<file path="config.mk">
export PLATFORM = sky130hd
export DESIGN_NAME = if_fetch_stage
export DESIGN_NICKNAME = d
export VERILOG_FILES = /design/src/rtl/if_fetch_stage.sv
export SDC_FILE = /design/constraint.sdc
export NUM_CORES = 1
export LEC_CHECK = 0
export BUFFER_PORTS_ARGS = -buffer_cell sky130_fd_sc_hd__buf_4
export CAP_MARGIN = 30
export CORE_UTILIZATION = 46
export DETAILED_ROUTE_END_ITERATION = 16
export GPL_TIMING_DRIVEN = 0
export PLACE_DENSITY = 0.72
export SLEW_MARGIN = 10
export SYNTH_ARGS = -nofsm -noshare
export SYNTH_HDL_FRONTEND = slang
export SYNTH_SLANG_ARGS = --single-unit
</file>
<file path="constraint.sdc">
create_clock -name clk -period 3 [get_ports clk]
set_input_delay 0.6 -clock clk [delete_from_list [all_inputs] [get_ports clk]]
set_output_delay 0.6 -clock clk [all_outputs]
set_load 0.005 [all_outputs]
</file>
<file path="src/rtl/if_fetch_stage.sv">
// Instruction-fetch stage: owns the PC, issues in-order imem requests and
// queues returned instructions with their PCs for the ID stage.
module if_fetch_stage #(
    parameter logic [31:0] RESET_PC = 32'h0000_0000,
    parameter int          FQ_DEPTH = 2
) (
    input  logic        clk,
    input  logic        rst_n,
    output logic        imem_req_valid,
    input  logic        imem_req_ready,
    output logic [31:0] imem_req_addr,
    input  logic        imem_rsp_valid,
    input  logic [31:0] imem_rsp_data,
    input  logic        redirect_valid,
    input  logic [31:0] redirect_pc,
    output logic        id_valid,
    input  logic        id_ready,
    output logic [31:0] id_instr,
    output logic [31:0] id_pc,
    output logic [31:0] id_pc_plus4
);

    localparam int IW = $clog2(FQ_DEPTH);
    localparam int PW = IW + 1;
    localparam logic [PW:0] LIMIT = (PW+1)'(FQ_DEPTH);

    logic [31:0]         fetch_pc;
    logic [PW-1:0]       alloc_ptr;
    logic [PW-1:0]       fill_ptr;
    logic [PW-1:0]       head_ptr;
    logic [PW-1:0]       drop_cnt;
    logic [PW-1:0]       count;
    logic [PW-1:0]       unfilled;
    logic [PW:0]         credit;
    logic [31:0]         q_pc    [FQ_DEPTH];
    logic [31:0]         q_instr [FQ_DEPTH];
    logic [FQ_DEPTH-1:0] q_filled;
    logic [IW-1:0]       a_idx;
    logic [IW-1:0]       f_idx;
    logic [IW-1:0]       h_idx;
    logic                req_fire;
    logic                pop;

    assign count    = alloc_ptr - head_ptr;
    assign unfilled = alloc_ptr - fill_ptr;
    assign credit   = {1'b0, count} + {1'b0, drop_cnt};
    assign a_idx    = alloc_ptr[IW-1:0];
    assign f_idx    = fill_ptr[IW-1:0];
    assign h_idx    = head_ptr[IW-1:0];

    // Stale in-flight responses hold credit until they have been dropped.
    assign imem_req_valid = rst_n && !redirect_valid && (credit < LIMIT);
    assign imem_req_addr  = fetch_pc;
    assign req_fire       = imem_req_valid && imem_req_ready;

    assign id_valid    = q_filled[h_idx];
    assign id_instr    = q_instr[h_idx];
    assign id_pc       = q_pc[h_idx];
    assign id_pc_plus4 = q_pc[h_idx] + 32'd4;
    assign pop         = id_valid && id_ready;

    always_ff @(posedge clk or negedge rst_n) begin
        if (!rst_n) begin
            fetch_pc  <= RESET_PC;
            alloc_ptr <= '0;
            fill_ptr  <= '0;
            head_ptr  <= '0;
            drop_cnt  <= '0;
            q_filled  <= '0;
            for (int i = 0; i < FQ_DEPTH; i++) begin
                q_pc[i]    <= '0;
                q_instr[i] <= '0;
            end
        end else if (redirect_valid) begin
            fetch_pc  <= redirect_pc & ~32'd3;
            alloc_ptr <= '0;
            fill_ptr  <= '0;
            head_ptr  <= '0;
            q_filled  <= '0;
            drop_cnt  <= drop_cnt + unfilled - PW'(imem_rsp_valid);
        end else begin
            if (req_fire) begin
                q_pc[a_idx]     <= fetch_pc;
                q_filled[a_idx] <= 1'b0;
                alloc_ptr       <= alloc_ptr + PW'(1);
                fetch_pc        <= fetch_pc + 32'd4;
            end
            if (imem_rsp_valid) begin
                if (drop_cnt != '0) begin
                    drop_cnt <= drop_cnt - PW'(1);
                end else if (unfilled != '0) begin
                    q_instr[f_idx]  <= imem_rsp_data;
                    q_filled[f_idx] <= 1'b1;
                    fill_ptr        <= fill_ptr + PW'(1);
                end
            end
            if (pop) begin
                q_filled[h_idx] <= 1'b0;
                head_ptr        <= head_ptr + PW'(1);
            end
        end
    end

endmodule
</file>
==> impl_metrics.ini <==
[status]
violations = setup timing
status = complete, but fails checks

[logic_synthesis]
yosysSeqAreaShare = 0.487
syn_avg_cell_area_um2 = 11.9
ys.flop_type = dfrtp_1
netlist_area_um2 = 8420
synth_cells = 706
yosysWarningCount = 0
async_reset_ff_frac = 1.00
synth-edff-count = 0
synth_cell_types = 54
ys_ff_latch = 164

[grt]
antenna_found_initial = 0
first_global_vias = 6468
grt_pass1_wl_um = 34800
grt_remaining_overflow = 0
grt_max_degree = 94
grt_use_total = 0.246

[clocking]
cts_max_level = 4
numCtsBuffers = 17
cts_buffer_depth = 2
clk_latency_ps = 420
postCtsHoldBufs = 0
cts.sinks = 164
path_clk_slew_ps = 60
cts-root-buf = clkbuf_16
tritoncts = yes

[sta]
worst_pin_slew_ps = 721
finClkSkew_ps = 7.30
fin_ws_ps = -419
setup_viol = 25
clock.fmax_ghz = 0.293
relSlewSlack = 0.518
rsz0062_at_grt = true
drv_slew = 0
period_share = 1.14
period_minus_slack_ps = 3420
final-hold-violation-count = 0

[placed_design]
place_congestion = 0.833
place_area_um2 = 10200
placedCellCount = 1132
dp_hpwl_um = 15300
io_buffers = 191

[routing]
drt-total-wl_um = 23000
wire_per_inst_um = 19.0
drt_iter0_markers = 364
via_count = 6603
first_pass_iters = 5
drc = 0
ant_nets = 0
via_per_inst = 5.47

[floorplanning]
initial_utilization = 0.469
die_x_um = 137
die_y_um = 137
io_pins = 200
design.core.area_um2 = 18000
rows = 49
die_area_um2 = 18800

[final_layout]
syn_to_final_growth_pct = 39.7
mostFrequentLayoutCell = buf_4
num-nets-final = 1044
fin_util = 0.655
multi_input_comb_area_um2 = 4430
n_antenna_cell = 0
finalNonFillerCells = 1208
fill_cells = 1371
layout-drive-gt1-share = 0.541
final_area_um2 = 11800
final-seq-area_um2 = 4100
final_cell_mix = 229 x buf_4, 174 x mux2_2, 164 x dfrtp_1, 47 x nand2_1, 35 x xnor2_1

[worst_setup_path]
cp_slowest_cell = dfrtp_1
critical-path-top-delay-family = buffers and inverters
rr_startpoint = head_ptr[0]
path_depth = 13
critPathLaunchType = flop
slowest_delay_ps = 390
crit_top_cell = buf_12
cp.arrival_ps = 2820
crit_path_max_fanout = 5
crit_buf_inv = 6
reg2reg_depth = 12
regToRegSetupSlack_ps = 0
critPathRequiredTime_ps = 2400
critical_path_class = reg -> out
critical_path.startpoint = head_ptr[0]
worstPathCellList = buf_6, buf_12, clkbuf_16, mux2i_2, inv_2, ha_4, nand4_1, o22ai_4, nand3_4, buf_12, nor3_4, xor2_1, buf_4
endpoint_kind = output pin
r2r-end = q_pc[26]

[power_and_ir_drop]
p_leak_nw = 5.51
vdd_drop_max_v = 0.000452
power_density_nw_per_um2 = 780

[run]
cap_viol_max_count = 0

[min_path]
hp-class = in -> async
## metrics by stage
step	power, W	hold WS, ps	TNS [ps]	setup slack [ps]
4_1_cts	0.00912	230	-5240	-353
3_3_place_gp	0.00647	465	-141530	-1800
5_1_grt	0.00970	268	-8540	-505
2_1_floorplan	0.00500	304	0	3.38
3_5_place_dp	0.00654	473	-41490	-775
6_report	0.00917	211	-5680	-419
## layer usage
layer / part of all wire / up-vias / track usage
li1: - / 3014 / -
met1: 0.41 / 3312 / 0.317
met2: 0.49 / 243 / 0.397
met3: 0.078 / 34 / 0.0740
met4: 0.023 / 0 / 0.0800
met5: 0 / - / 0
## cell usage after synthesis, drive strengths merged, types with 8 or more instances
cell	number	area share
clkbuf	13	0.0058
xor2	20	0.021
nor3	14	0.0097
o21ai	28	0.017
inv	23	0.010
dfrtp	164	0.49
xnor2	39	0.041
nand4	17	0.014
nand3	24	0.016
buf	26	0.022
nor4	8	0.0067
mux2	177	0.24
nor2	24	0.011
a21oi	11	0.0065
mux2i	11	0.013
nand2	48	0.021
## report_power, final
| part | total (W) | switching (W) | internal [W] |
|---|---|---|---|
| logic | 0.00343 | 0.00138 | 0.00205 |
| clock network | 0.00236 | 0.000894 | 0.00146 |
| registers | 0.00338 | 0.000499 | 0.00288 |
## flip-flops by register name, summed over array words and instances (netlist names)
register,count
alloc_ptr,2
imem_req_addr,30
drop_cnt,2
q_filled,2
q_pc,60
head_ptr,2
q_instr,64
fill_ptr,2
## area by class of cell
type | count | area share
multi-input combinational | 486 | 0.377
sequential | 164 | 0.349
timing repair buffer | 237 | 0.161
clock buffer | 21 | 0.0400
buffer | 37 | 0.0260
tap | 229 | 0.0244
clock inverter | 11 | 0.0149
inverter | 23 | 0.00734
## logic make-up (layout without fill, tap and decap cells)
logic type,Yosys count,in the layout,share of synthesized area
AOI/OAI and AO/OA,56,56,0.0395
other,1,6,0.000445
xor gates and xnor gates,60,60,0.0641
muxes,188,188,0.250
buffers and inverters,62,329,0.0380
and+or+nand+nor,167,168,0.108
DFF,164,164,0.487
adders and majority gates,8,8,0.0128
## worst max-delay path by stage
stage / endpoint / slack [ps]
final: id_pc_plus4[24] / -420
after global routing: id_pc_plus4[24] / -500
after CTS: id_pc_plus4[20] / -350
after detailed placement: id_pc_plus4[20] / -770
after global placement: q_pc[22] / -1800
after floorplan: id_pc_plus4[20] / 3
## what timing repair did
action | CTS | global route
pin swaps | 30 | 20
endpoints found under the setup margin | 102 | 105
cloned | 1 | 2
setup buffers | 31 | 12
resized for setup | 72 | 40
Note: power is estimated with default switching activity, not from simulation.
